--- src/rtl/npc_pkg.sv ---
// Shared constants and types for the next-PC / fetch unit.
// Imported by the prefetcher and its instruction FIFO.
package npc_pkg;

  localparam int XLEN = 32;
  localparam int ILEN = 32;
  localparam logic [31:0] RESET_PC = 32'h8000_0000;

  typedef enum logic [1:0] {
    S_REQ,
    S_WAIT,
    S_FAULT
  } fetch_state_e;

endpackage

--- src/rtl/ifu_fifo.sv ---
// Synchronous instruction FIFO with flush and same-cycle push/pop.
// DEPTH must be a power of two so the pointers wrap naturally.
module ifu_fifo
  import npc_pkg::*;
#(
  parameter int W     = 65,
  parameter int DEPTH = 4
) (
  input  logic                     clk,
  input  logic                     rst,
  input  logic                     flush,
  input  logic                     push,
  input  logic [W-1:0]             din,
  input  logic                     pop,
  output logic [W-1:0]             dout,
  output logic [$clog2(DEPTH):0]   count
);

  localparam int AW = $clog2(DEPTH);

  logic [W-1:0]  mem_q [DEPTH];
  logic [AW-1:0] rd_q, rd_d;
  logic [AW-1:0] wr_q, wr_d;
  logic [AW:0]   cnt_q, cnt_d;
  logic          do_push, do_pop;

  assign do_pop  = pop && (cnt_q != '0);
  assign do_push = push &&
    ((cnt_q != (AW+1)'(DEPTH)) || do_pop);

  always_comb begin
    rd_d  = rd_q;
    wr_d  = wr_q;
    cnt_d = cnt_q;
    if (flush) begin
      rd_d  = '0;
      wr_d  = '0;
      cnt_d = '0;
    end else begin
      if (do_push) wr_d = wr_q + 1'b1;
      if (do_pop)  rd_d = rd_q + 1'b1;
      cnt_d = cnt_q + (AW+1)'(do_push)
                    - (AW+1)'(do_pop);
    end
  end

  always_ff @(posedge clk) begin
    if (rst) begin
      rd_q  <= '0;
      wr_q  <= '0;
      cnt_q <= '0;
    end else begin
      rd_q  <= rd_d;
      wr_q  <= wr_d;
      cnt_q <= cnt_d;
    end
  end

  always_ff @(posedge clk) begin
    if (do_push && !flush)
      mem_q[wr_q] <= din;
  end

  assign dout  = mem_q[rd_q];
  assign count = cnt_q;

endmodule

--- src/rtl/ifu_prefetch.sv ---
// Fetch unit: owns the PC, issues one fetch at a time and
// buffers responses for decode; handles redirect, fault, halt.
module ifu_prefetch #(
  parameter int              XLEN     = npc_pkg::XLEN,
  parameter logic [XLEN-1:0] RESET_PC = npc_pkg::RESET_PC,
  parameter int              DEPTH    = 4
) (
  input  logic                     clk,
  input  logic                     rst,
  output logic                     mem_req_valid,
  input  logic                     mem_req_ready,
  output logic [XLEN-1:0]          mem_req_addr,
  input  logic                     mem_rsp_valid,
  input  logic [npc_pkg::ILEN-1:0] mem_rsp_data,
  input  logic                     mem_rsp_err,
  output logic                     inst_valid,
  input  logic                     inst_ready,
  output logic [npc_pkg::ILEN-1:0] inst,
  output logic [XLEN-1:0]          inst_pc,
  output logic                     inst_err,
  input  logic                     redirect_valid,
  input  logic [XLEN-1:0]          redirect_pc,
  input  logic                     halt,
  output logic                     busy
);

  import npc_pkg::*;

  localparam int FW = 1 + XLEN + ILEN;
  localparam int CW = $clog2(DEPTH) + 1;

  fetch_state_e    state_q, state_d;
  logic [XLEN-1:0] pc_q, pc_d;
  logic [XLEN-1:0] addr_q, addr_d;
  logic            req_q, req_d;
  logic            discard_q, discard_d;
  logic            push, pop, accept, rsp_live;
  logic [CW-1:0]   count, cnt_next;
  logic [FW-1:0]   head;

  assign accept   = req_q & mem_req_ready;
  assign rsp_live = mem_rsp_valid & (state_q == S_WAIT);
  assign pop      = inst_valid & inst_ready;

  always_comb begin
    state_d   = state_q;
    pc_d      = pc_q;
    addr_d    = addr_q;
    req_d     = req_q;
    discard_d = discard_q;
    push      = 1'b0;
    if (accept) begin
      req_d   = 1'b0;
      state_d = S_WAIT;
    end
    if (rsp_live) begin
      discard_d = 1'b0;
      state_d   = S_REQ;
      if (!discard_q && !redirect_valid) begin
        push = 1'b1;
        pc_d = pc_q + XLEN'(4);
        if (mem_rsp_err) state_d = S_FAULT;
      end
    end
    // Anything still outstanding after this edge is stale.
    if (redirect_valid) begin
      pc_d = redirect_pc & ~XLEN'(3);
      if (state_q == S_FAULT) state_d = S_REQ;
      discard_d = req_q ||
        ((state_q == S_WAIT) && !mem_rsp_valid);
    end
    cnt_next = redirect_valid ? '0 :
      count + CW'(push) - CW'(pop);
    if (!req_d && state_d == S_REQ && !halt &&
        cnt_next < CW'(DEPTH)) begin
      req_d  = 1'b1;
      addr_d = pc_d;
    end
  end

  always_ff @(posedge clk) begin
    if (rst) begin
      state_q   <= S_REQ;
      pc_q      <= RESET_PC;
      addr_q    <= RESET_PC;
      req_q     <= 1'b0;
      discard_q <= 1'b0;
    end else begin
      state_q   <= state_d;
      pc_q      <= pc_d;
      addr_q    <= addr_d;
      req_q     <= req_d;
      discard_q <= discard_d;
    end
  end

  ifu_fifo #(
    .W     (FW),
    .DEPTH (DEPTH)
  ) u_fifo (
    .clk   (clk),
    .rst   (rst),
    .flush (redirect_valid),
    .push  (push),
    .din   ({mem_rsp_err, pc_q, mem_rsp_data}),
    .pop   (pop),
    .dout  (head),
    .count (count)
  );

  assign mem_req_valid = req_q;
  assign mem_req_addr  = addr_q;
  assign busy          = (state_q == S_WAIT);
  assign inst_valid    = (count != '0);
  assign inst_err      = head[FW-1];
  assign inst_pc       = head[FW-2 -: XLEN];
  assign inst          = head[ILEN-1:0];

endmodule

--- config.mk ---
export PLATFORM = sky130hd
export DESIGN_NAME = ifu_prefetch
export DESIGN_NICKNAME = d
export VERILOG_FILES = /design/src/rtl/npc_pkg.sv /design/src/rtl/ifu_fifo.sv /design/src/rtl/ifu_prefetch.sv
export SDC_FILE = /design/constraint.sdc
export NUM_CORES = 1
export LEC_CHECK = 0
export ABC_AREA = 1
export BUFFER_PORTS_ARGS = -buffer_cell sky130_fd_sc_hd__buf_4
export CORE_ASPECT_RATIO = 0.75
export CORE_UTILIZATION = 45
export DETAILED_ROUTE_END_ITERATION = 8
export PLACE_DENSITY = 0.65
export SYNTH_ARGS = -nofsm -noshare
export SYNTH_HDL_FRONTEND = slang
export SYNTH_SLANG_ARGS = --single-unit
--- constraint.sdc ---
create_clock -name clk -period 5.15 [get_ports clk]
set_input_delay 1.03 -clock clk [delete_from_list [all_inputs] [get_ports clk]]
set_output_delay 1.03 -clock clk [all_outputs]
set_load 0.01 [all_outputs]
==> results of run 1 <==
## worst max-delay path: cells and delay by family (launching register included)
kind                   cells  cell delay (ns)
DFF                        1             0.91
buffers and inverters      2             0.69
AOI/OAI and AO/OA          2             0.42
## synth_stat cells (all sizes together)
library cell / n
and2: 1
a21o: 4
xor2: 1
nand3: 64
or2: 4
o21ai: 153
edfxtp: 260
inv: 80
buf: 16
xnor2: 2
nand4: 10
o21bai: 4
ha: 8
nand2: 193
nor3: 5
dfxtp: 77
a21oi: 30
a22oi: 1
o22ai: 65
fa: 1
nor2: 190
clkbuf: 43
o31ai: 1
## layout make-up
type | instances | area [sq um]
Multi-Input combinational cell | 737 | 3520
Tap cell | 392 | 490
Clock inverter | 13 | 110
Fill cell | 2547 | 13100
Inverter | 80 | 302
Timing Repair Buffer | 179 | 1390
Clock buffer | 48 | 913
Sequential cell | 337 | 9350
## registers in the layout, indices dropped and copies added, names as in the netlist, named ones only
name,flops
mem_req_addr,32
u_fifo.count,3
state_q,2
u_fifo.mem_q,260
u_fifo.rd_q,2
mem_req_valid,1
pc_q,32
discard_q,1
u_fifo.wr_q,2
## power by group through the flow
stage | sequential (mW) | combinational [mW] | clock (mW)
finish | 3.02 | 0.260 | 2.29
global route | 3.03 | 0.287 | 2.44
detailed placement | 3.08 | 0.261 | 0
floorplan | 3.07 | 0.124 | 0
CTS | 3.02 | 0.262 | 2.34
global placement | 3.08 | 0.257 | 0
## cells in the final DEF (no fill, tap or decap), types with 4 or more instances in the layout
cell	instances
sky130_fd_sc_hd__clkbuf_16	34
sky130_fd_sc_hd__nor3_1	5
sky130_fd_sc_hd__nor2_4	6
sky130_fd_sc_hd__o21ai_1	8
sky130_fd_sc_hd__dfxtp_1	75
sky130_fd_sc_hd__nand4_1	10
sky130_fd_sc_hd__inv_2	4
sky130_fd_sc_hd__nand2_1	192
sky130_fd_sc_hd__o21bai_1	4
sky130_fd_sc_hd__clkbuf_1	13
sky130_fd_sc_hd__ha_1	8
sky130_fd_sc_hd__nor2_1	182
sky130_fd_sc_hd__nand3_1	60
sky130_fd_sc_hd__o22ai_1	65
sky130_fd_sc_hd__a21o_1	4
sky130_fd_sc_hd__clkinv_2	7
sky130_fd_sc_hd__nand3_2	4
sky130_fd_sc_hd__buf_4	175
sky130_fd_sc_hd__a21oi_1	29
sky130_fd_sc_hd__o21ai_0	145
sky130_fd_sc_hd__buf_12	4
sky130_fd_sc_hd__edfxtp_1	260
sky130_fd_sc_hd__inv_1	74
## how the worst min path moves through the flow
stage	start	endpoint	cells after the start
floorplan	u_fifo.rd_q[1]$_SDFFE_PP0P_	flop	2
CTS	mem_req_addr[12]$_SDFFE_PP0P_	mem_req_addr[12]$_SDFFE_PP0P_	2
global placement	mem_req_addr[6]$_SDFFE_PP0P_	mem_req_addr[6]$_SDFFE_PP0P_	2
finish	mem_req_addr[12]$_SDFFE_PP0P_	mem_req_addr[12]$_SDFFE_PP0P_	2
global route	mem_req_addr[5]$_SDFFE_PP0P_	mem_req_addr[5]$_SDFFE_PP0P_	2
detailed placement	mem_req_addr[12]$_SDFFE_PP0P_	mem_req_addr[12]$_SDFFE_PP0P_	2
## layer usage
| layer | track usage, % | vias up |
|---|---|---|
| met4 | 4.36 | 0 |
| met3 | 3.74 | 41 |
| met5 | 0 | - |
| li1 | - | 4549 |
| met2 | 30.6 | 294 |
| met1 | 29.6 | 4331 |
## cell families (layout without fill, tap and decap cells)
| group | after synthesis | in the layout | synth area share [%] |
|---|---|---|---|
| AO/OA/AOI/OAI | 258 | 258 | 10.5 |
| XOR/XNOR | 3 | 3 | 0.196 |
| adder cells (fa/ha/maj) | 9 | 9 | 0.896 |
| buffers and inverters | 139 | 320 | 4.23 |
| flip-flops | 337 | 337 | 69.8 |
| AND/OR/NAND/NOR | 467 | 467 | 14.5 |
==> impl_metrics.csv, run 1 <==
group,metric,value,unit
critical_path,cp-end-kind,"output port",
yosys,post_synth_main_area_contributors,"sky130_fd_sc_hd__edfxtp_1, sky130_fd_sc_hd__dfxtp_1, sky130_fd_sc_hd__o21ai_0, sky130_fd_sc_hd__nand2_1, sky130_fd_sc_hd__nor2_1",
critical_path,slowest_delay,0.91,ns
timing,whs,0.452,ns
power,p_sw,1.19,mW
critical_path,cp_common_cell,"sky130_fd_sc_hd__buf_4",
placement,dp.final_hpwl,18200,um
critical_path,cp_data_required_time,4.12,ns
placement,total_placed_cells_including_tap_cells,1725,
yosys,synthesis.yosys.warnings,0,
power,clkPwrFrac,41.1,%
clock_network,post-cts-setup-buffers,0,
final_layout,areaGrowthSynthToFinish,20.0,%
critical_path,startpoint_type,"flop",
outcome,status,"finished clean",
clock_network,tritoncts.num_buffers,34,
critical_path,reg2regPathDepth,17,
clock_network,cts_root_buffer,"sky130_fd_sc_hd__clkbuf_16",
critical_path,cp_class,"reg2out",
global_routing,grt_first_pass_wirelength,47500,um
power,seq_power_share,54.2,%
power,power.static_leakage,6.16,nW
clock_network,hold_buffers_post_cts,0,
die,initial_core_util,45.9,%
drt,met3WireLength,2050,um
power,power.ir.vdd_worst,220,uV
power,power-per-cell-area,347,nW/um^2
yosys,syn_inst,1213,
drt,wl_per_cell,17.3,um
critical_path,cp-endpoint,"inst[5]",
worst_hold_path,hold_path_class,"reg2reg",
die,die_area,30500,sq um
drt,routed_wirelength,30800,um
timing,finalSetupTns,0,ns
timing,grt_setup_unrepaired,"no",
drt,remaining_drc_errors,0,
yosys,netlist.area_leader.share,58.3,%
global_routing,antenna_found_initial,0,
timing,worst_clock_skew,0.0233,ns
yosys,synth_largest_area_cell,"sky130_fd_sc_hd__edfxtp_1",
drt,first_iter_violations,631,
critical_path,crit_fanout,87,
power,share_of_total_power_consumed_by_net_switching,21.4,%
clock_network,cts.htree.levels,2,
timing,final.min_clock_period,3.58,ns
drt,antenna_left,0,
job,max_cap_viol_count,0,
timing,tightest_slew,1.08,ns
clock_network,worstSkewPairLatency,0.51,ns
final_layout,final_core_util,55.1,%
power,post-layout-total-power,5.57,mW
drt,m1_wl,15100,um
global_routing,globalRoute.totalOverflow,0,
final_layout,layout.nets,1450,
yosys,synth.ff_latch_count,337,
power,internal_power,4.38,mW
drt,num_vias,9215,
global_routing,groute.usage.overall,20.0,%
clock_network,worst_setup_hold_path_clk_slew,0.06,ns
timing,fmax,0.279,GHz
global_routing,via_count_of_the_first_global_routing_pass,8607,
clock_network,max-clock-path-buffers,3,
placement,gp_routability_congestion,0.820,
timing,drv_slew,0,
drt,detail_route.first_pass.iterations,6,
critical_path,timing.critical_path.cells,"buf_4 > o21ai_0 > o22ai_1 > buf_4",
timing,finalWorstSetupSlack,1.57,ns
critical_path,cpMaxStageDelayCell,"sky130_fd_sc_hd__dfxtp_4",
critical_path,timing.reg2reg.setup_slack,2.53,ns
yosys,syn-mean-instance-area,11.0,sq um
final_layout,drive_above_1_share,17.9,%
die,core-area,29200,sq um
power,pwr-share-comb,4.7,%
clock_network,cts_resized,0,
critical_path,rr_startpoint,"u_fifo.count[1]$_SDFF_PP0_",
drt,wl_met2,13300,um
final_layout,antenna_cells_inserted,0,
placement,detailed_place.area,15100,sq um
die,die_h,151,um
placement,portBuffers,169,
timing,finalHoldViolCount,0,
clock_network,tritoncts,"built",
yosys,synth.net_count,1294,
die,num_io_pins,172,
critical_path,timing.rr.end,"mem_req_addr[2]$_SDFFE_PP0P_",
placement,pre_cts_ws,1.58,ns
clock_network,numClockSinks,337,
yosys,mappedNetlistArea,13400,sq um
die,die_w,201,um
final_layout,design_area,16100,sq um
global_routing,grt_max_degree,88,
yosys,synth.lib_cells_used.distinct,35,
yosys,ys_seq_area_share,69.8,%
drt,top_metal_layer_carrying_routed_signals,"met4",
die,std_cell_rows,54,
timing,maxSlewHeadroom,27.3,%
timing,finalSetupViolations,0,
final_layout,finish.cell_count_without_fillers,1786,
critical_path,worstPathArrival,2.55,ns
drt,detail_route.vias_per_cell,5.16,
timing,timing.final.crit_share,69.6,%
(Power assumes the default switching activity.)
==> run 2: changes to the inputs <==
--- a/config.mk
+++ b/config.mk
@@ -5,12 +5,12 @@
 export SDC_FILE = /design/constraint.sdc
 export NUM_CORES = 1
 export LEC_CHECK = 0
-export ABC_AREA = 1
+export ABC_AREA = 0
 export BUFFER_PORTS_ARGS = -buffer_cell sky130_fd_sc_hd__buf_4
 export CORE_ASPECT_RATIO = 0.75
 export CORE_UTILIZATION = 45
 export DETAILED_ROUTE_END_ITERATION = 8
-export PLACE_DENSITY = 0.65
+export PLACE_DENSITY = 0.63
 export SYNTH_ARGS = -nofsm -noshare
 export SYNTH_HDL_FRONTEND = slang
 export SYNTH_SLANG_ARGS = --single-unit
==> constraint.sdc (replaced) <==
create_clock -name clk -period 3.5 [get_ports clk]
set_input_delay 0.7 -clock clk [delete_from_list [all_inputs] [get_ports clk]]
set_output_delay 0.7 -clock clk [all_outputs]
set_load 0.01 [all_outputs]
==> run 2 against run 1 <==
  * First-iteration DRC count fell by 23%
  * Final cell count fell by 23%
  * Synthesized area fell by 2.8%
  * Die area fell by 2.8%
  * Hold slack got worse by 0.059 ns
  * Global-route usage fell by 1.1 points
  * Wire length fell by 10%
  * Clock-buffer cell count rose by 1
  * Sequential power rose by 47%
  * Largest power group unchanged
==> impl_metrics.csv, run 2 <==
group,metric,value,unit
timing,drv_slew,0,
die,num_io_pins,172,
yosys,synth.net_count,849,
critical_path,timing.reg2reg.setup_slack,0.38,ns
clock_network,cts_root_buffer,"sky130_fd_sc_hd__clkbuf_16",
yosys,mappedNetlistArea,13000,sq um
timing,timing.final.crit_share,89.1,%
power,power.ir.vdd_worst,283,uV
timing,fmax,0.321,GHz
yosys,ys_seq_area_share,71.8,%
drt,routed_wirelength,27600,um
worst_hold_path,holdCritStartpoint,"mem_rsp_data[27]",
worst_hold_path,hold_path_class,"in2reg",
placement,detailed_place.area,14900,sq um
yosys,syn-mean-instance-area,17.0,sq um
drt,remaining_drc_errors,0,
timing,final.min_clock_period,3.12,ns
final_layout,design_area,16000,sq um
critical_path,worstPathArrival,3.56,ns
yosys,netlist.area_leader.share,59.9,%
critical_path,rr_startpoint,"u_fifo.count[1]$_SDFF_PP0_",
clock_network,tritoncts,"built",
global_routing,grt_first_pass_wirelength,41800,um
timing,finalWorstSetupSlack,0.382,ns
yosys,synthesis.yosys.warnings,0,
final_layout,final_core_util,56.6,%
global_routing,groute.usage.overall,18.9,%
clock_network,numClockSinks,337,
critical_path,startpoint_type,"flop",
clock_network,worstSkewPairLatency,0.51,ns
drt,detail_route.first_pass.iterations,5,
placement,pre_cts_ws,0.376,ns
critical_path,timing.rr.end,"mem_req_addr[18]$_SDFFE_PP0P_",
yosys,synth_most_common_cell,"sky130_fd_sc_hd__edfxtp_1",
placement,dp.final_hpwl,17900,um
final_layout,top_register,"u_fifo.mem_q",
critical_path,cp_data_required_time,3.94,ns
power,power-per-cell-area,529,nW/um^2
placement,portBuffers,169,
critical_path,cp_class,"reg2reg",
worst_hold_path,hold-path-endpoint,"u_fifo.mem_q[0][27]$_DFFE_PP_",
critical_path,crit_fanout,26,
drt,first_iter_violations,485,
final_layout,areaGrowthSynthToFinish,22.7,%
final_layout,drive_above_1_share,33.1,%
drt,antenna_left,0,
clock_network,tritoncts.num_buffers,34,
die,initial_core_util,46.1,%
clock_network,worst_setup_hold_path_clk_slew,0.06,ns
final_layout,largest_register_ff_count,260,
clock_network,cts.htree.levels,2,
power,power.static_leakage,5.54,nW
placement,gp_routability_congestion,0.755,
global_routing,globalRoute.totalOverflow,0,
final_layout,layout_commonest_cell,"sky130_fd_sc_hd__edfxtp_1",
drt,detail_route.vias_per_cell,5.24,
yosys,synth.ff_latch_count,337,
die,die_h,149,um
die,die_w,198,um
timing,maxSlewHeadroom,42.5,%
yosys,synth_largest_area_cell,"sky130_fd_sc_hd__edfxtp_1",
clock_network,hold_buffers_post_cts,0,
global_routing,via_count_of_the_first_global_routing_pass,7155,
yosys,ys.flop_type,"sky130_fd_sc_hd__edfxtp_1",
final_layout,layout.nets,1037,
clock_network,max-clock-path-buffers,3,
die,die_area,29600,sq um
timing,tightest_slew,0.863,ns
clock_network,post-cts-setup-buffers,0,
timing,worst_clock_skew,0.0112,ns
timing,finalSetupTns,0,ns
timing,finalHoldViolCount,0,
yosys,netlist_top_cells_count,"sky130_fd_sc_hd__edfxtp_1, sky130_fd_sc_hd__dfxtp_1, sky130_fd_sc_hd__mux4_2",
timing,grt_setup_unrepaired,"no",
drt,num_vias,7167,
critical_path,reg2regPathDepth,11,
yosys,async_reset_ff_share,0,%
yosys,post_synth_main_area_contributors,"sky130_fd_sc_hd__edfxtp_1, sky130_fd_sc_hd__dfxtp_1, sky130_fd_sc_hd__mux4_2, sky130_fd_sc_hd__nor2_1, sky130_fd_sc_hd__nand3_1",
die,core-area,28200,sq um
yosys,edff_count_synth,260,
clock_network,cts_resized,0,
critical_path,cp-end-kind,"flop",
global_routing,grt_max_degree,42,
die,std_cell_rows,53,
worst_hold_path,worstHoldPathCells,1,
yosys,syn_inst,768,
yosys,synth.lib_cells_used.distinct,56,
drt,wl_per_cell,20.2,um
job,max_cap_viol_count,0,
global_routing,antenna_found_initial,0,
final_layout,commonest_non_fill_non_tap_cells_in_the_layout,"sky130_fd_sc_hd__edfxtp_1, sky130_fd_sc_hd__buf_4, sky130_fd_sc_hd__dfxtp_1",
timing,finalSetupViolations,0,
outcome,status,"finished clean",
final_layout,antenna_cells_inserted,0,
run 2: cell count changes in the layout (fill, tap and decap cells not counted), sizes merged, moves of 12 or more:
cell	before	now
o22ai	65	0
o21ai	153	23
nand2	193	38
mux4	0	65
and2	1	13
nor2	190	45
xnor2	2	16
inv	81	18
buf	179	191
nand3	64	32
run 2: area by class of cell:
type	instances	area (sq um)
Clock inverter	13	116
Inverter	19	71.3
Fill cell	2266	12300
Timing Repair Buffer	191	1520
Clock buffer	49	1000
Sequential cell	337	9360
Tap cell	385	482
Multi-Input combinational cell	373	3440
run 2: worst max path at each step:
stage,cells after the start,end,startpoint
2_1_floorplan,4,u_fifo.mem_q[0][0]$_DFFE_PP_,redirect_valid
4_1_cts,11,mem_req_addr[29]$_SDFFE_PP0P_,u_fifo.count[1]$_SDFF_PP0_
5_1_grt,11,mem_req_addr[21]$_SDFFE_PP0P_,u_fifo.count[1]$_SDFF_PP0_
6_report,11,mem_req_addr[18]$_SDFFE_PP0P_,u_fifo.count[1]$_SDFF_PP0_
3_3_place_gp,11,mem_req_addr[27]$_SDFFE_PP0P_,inst_ready
3_5_place_dp,11,mem_req_addr[29]$_SDFFE_PP0P_,inst_ready
run 2: logic make-up (layout without fill, tap and decap cells):
logic type / count (synthesis) / in the layout / synth area share (%)
DFF: 337 / 337 / 71.8
xor gates and xnor gates: 27 / 27 / 1.82
muxes: 75 / 75 / 12.0
and+or+nand+nor: 186 / 186 / 7.64
buffers and inverters: 58 / 272 / 2.00
AOI/OAI and AO/OA: 76 / 76 / 3.84
adders and majority gates: 9 / 9 / 0.922
run 2: worst max-delay path, cell delays in order, from the launching register on:
cell and delay [ns]:
sky130_fd_sc_hd__dfxtp_1 0.34, sky130_fd_sc_hd__or3_1 0.41, sky130_fd_sc_hd__and2_1 0.21, sky130_fd_sc_hd__ha_1 0.18
sky130_fd_sc_hd__inv_1 0.09, sky130_fd_sc_hd__ha_1 0.23, sky130_fd_sc_hd__a31oi_1 0.20, sky130_fd_sc_hd__xnor2_1 0.15
sky130_fd_sc_hd__o2111ai_4 0.72, sky130_fd_sc_hd__buf_4 0.32, sky130_fd_sc_hd__nand3_1 0.10, sky130_fd_sc_hd__o21ai_1 0.09
run 2: where the power goes:
group	switching [mW]	leakage, nW	internal [mW]
Clock	1.45	0.536	2.14
Sequential	0.0755	2.97	4.37
Combinational	0.220	2.03	0.196
Total	1.75	5.54	6.71
run 2: per-layer routing:
layer  wire length, um  GRT usage [%]  vias to the layer above  share of wire (%)
li1                  -              -                     3378                  -
met1             12900           27.9                     3550                 47
met2             12700           29.2                      203                 46
met3              1620           3.35                       36                5.8
met4               423           4.77                        0                1.5
met5                 0              0                        -                  0
run 2: through the flow:
| step | total power [mW] | instances | hold slack [ns] |
|---|---|---|---|
| after floorplan | 4.71 | 768 | 0.452 |
| after global placement | 4.95 | 1305 | 0.448 |
| after detailed placement | 4.95 | 1305 | 0.451 |
| after CTS | 8.54 | 1367 | 0.375 |
| after global routing | 8.75 | 1367 | 0.382 |
| final | 8.46 | 1367 | 0.394 |
==> run 3: changes to the inputs <==
--- a/config.mk
+++ b/config.mk
@@ -7,7 +7,8 @@
 export LEC_CHECK = 0
 export ABC_AREA = 0
 export BUFFER_PORTS_ARGS = -buffer_cell sky130_fd_sc_hd__buf_4
-export CORE_ASPECT_RATIO = 0.75
+export CORE_ASPECT_RATIO = 0.9
+export CORE_MARGIN = 1.5
 export CORE_UTILIZATION = 45
 export DETAILED_ROUTE_END_ITERATION = 8
 export PLACE_DENSITY = 0.63
==> run 3 against run 2 <==
  * Global-route usage decreased by 0.37 points
  * Hold slack got worse by 0.0044 ns
  * Wire length decreased by 1.8%
  * Maximum frequency increased by 6.8%
  * Clock skew increased by 0.0062 ns
  * Flip-flop and latch count unchanged
  * Register-to-register slack improved by 0.26 ns
  * Sequential power about the same
  * Clock power increased by 5.6%
  * Cell area increased by 0.41%
  * Core utilization increased by 0.28 points
==> impl_metrics.csv, run 3 (synthesis gave the netlist of run 2 again) <==
group,metric,value,unit
die,num_io_pins,172,
clock_network,cts.htree.levels,2,
clock_network,post-cts-setup-buffers,0,
clock_network,tritoncts,"built",
timing,finalSetupViolations,0,
power,power-per-cell-area,540,nW/um^2
drt,detail_route.vias_per_cell,5.35,
timing,finalSetupTns,0,ns
critical_path,worstPathArrival,2.22,ns
timing,worst_clock_skew,0.0174,ns
global_routing,grt.met1_usage,25.8,%
final_layout,areaGrowthSynthToFinish,23.2,%
final_layout,final-seq-area,9360,sq um
timing,maxSlewHeadroom,51.2,%
final_layout,commonest_non_fill_non_tap_cells_in_the_layout,"sky130_fd_sc_hd__edfxtp_1, sky130_fd_sc_hd__buf_4, sky130_fd_sc_hd__dfxtp_1",
final_layout,largest_register_ff_count,260,
final_layout,layout.nets,1036,
clock_network,worstSkewPairLatency,0.51,ns
drt,antenna_left,0,
global_routing,grt_first_pass_wirelength,42300,um
final_layout,drive_above_1_share,33.2,%
global_routing,gr-max-usage-layer,"met2",
timing,grt_setup_unrepaired,"no",
placement,portBuffers,169,
clock_network,cts_root_buffer,"sky130_fd_sc_hd__clkbuf_16",
power,post-layout-total-power,8.66,mW
clock_network,tritoncts.num_buffers,36,
global_routing,groute.usage.overall,18.5,%
drt,detail_route.first_pass.iterations,4,
timing,fmax,0.343,GHz
global_routing,routing_usage_on_met3,3.66,%
final_layout,antenna_cells_inserted,0,
die,std_cell_rows,58,
global_routing,globalRoute.totalOverflow,0,
drt,first_iter_violations,490,
global_routing,via_count_of_the_first_global_routing_pass,7474,
critical_path,cp_data_required_time,2.80,ns
global_routing,antenna_found_initial,0,
drt,num_vias,7183,
critical_path,cp_class,"reg2out",
drt,routed_wirelength,27100,um
worst_hold_path,hold_path_class,"in2reg",
clock_network,worst_setup_hold_path_clk_slew,0.06,ns
power,power.static_leakage,5.58,nW
placement,total_placed_cells_including_tap_cells,1277,
global_routing,grt_max_degree,45,
drt,remaining_drc_errors,0,
critical_path,cp-end-kind,"output port",
outcome,status,"finished clean",
job,max_cap_viol_count,0,
clock_network,hold_buffers_post_cts,0,
timing,timing.final.crit_share,83.4,%
placement,gp_routability_congestion,0.735,
timing,drv_slew,0,
die,die_w,182,um
timing,tightest_slew,0.732,ns
drt,wl_per_cell,20.2,um
clock_network,numClockSinks,337,
critical_path,crit_fanout,22,
final_layout,finish.cell_count_without_fillers,1342,
final_layout,fillerInstances,2200,
clock_network,max-clock-path-buffers,3,
global_routing,met2_track_demand_over_resource,30.3,%
die,initial_core_util,46.1,%
placement,dp.final_hpwl,17300,um
final_layout,final_core_util,56.9,%
final_layout,layout_commonest_cell,"sky130_fd_sc_hd__edfxtp_1",
die,die_area,30000,sq um
clock_network,cts_resized,0,
timing,final.min_clock_period,2.92,ns
final_layout,multi_input_area,3440,sq um
die,core-area,28200,sq um
final_layout,top_register,"u_fifo.mem_q",
critical_path,startpoint_type,"flop",
power,power.ir.vdd_worst,282,uV
die,die_h,164,um
timing,finalHoldViolCount,0,
==> run 3: cell count changes in the layout (fill, tap and decap cells not counted), sizes merged <==
cell      previous run  this run
buf                191       188
clkbuf              49        45
clkinvlp             3         2
bufinv               2         5
inv                 18        20
clkinv               9        12
==> run 3: final cells by class <==
cell class / instances / share of cell area, %
timing repair buffer: 188 / 9.65
multi-input combinational: 373 / 21.4
sequential: 337 / 58.3
tap: 360 / 2.81
clock buffer: 45 / 5.95
clock inverter: 20 / 1.44
inverter: 19 / 0.444
==> run 3: critical path, cell delays in order, from the launching register on <==
cell and delay (ns):
sky130_fd_sc_hd__dfxtp_4 0.67, sky130_fd_sc_hd__buf_4 0.33, sky130_fd_sc_hd__mux4_2 0.54, sky130_fd_sc_hd__buf_4 0.16
==> run 3: routing by layer <==
metal | vias up | part of all wire [%]
met2 | 204 | 47
li1 | 3363 | -
met4 | 0 | 1.8
met3 | 39 | 5.7
met1 | 3577 | 45
met5 | - | 0
==> run 3: worst paths after layout <==
path / start / endpoint / slack [ns] / cells past startpoint
worst max-delay path: flop / inst[7] / 0.58 / 3
worst min-delay path: mem_rsp_data[1] / u_fifo.mem_q[3][1]$_DFFE_PP_ / 0.39 / 1
worst max register to register: u_fifo.count[1]$_SDFF_PP0_ / mem_req_addr[6]$_SDFFE_PP0P_ / 0.64 / 11
worst min register to register: mem_req_addr[4]$_SDFFE_PP0P_ / mem_req_addr[4]$_SDFFE_PP0P_ / 0.46 / 2
==> run 3: per-stage QoR <==
| step | area, sq um | setup WS, ns | hold slack, ns |
|---|---|---|---|
| final | 16100 | 0.581 | 0.389 |
| after global routing | 16100 | 0.409 | 0.371 |
| after CTS | 16100 | 0.502 | 0.368 |
| after detailed placement | 14900 | 0.587 | 0.451 |
| after global placement | 14900 | 0.618 | 0.451 |
| after floorplan | 13000 | 0.574 | 0.452 |
==> run 3: report_power, final <==
group / internal [mW] / leakage, nW / switching, mW
registers: 4.38 / 2.97 / 0.0765
logic: 0.198 / 2.03 / 0.217
clock network: 2.31 / 0.577 / 1.48
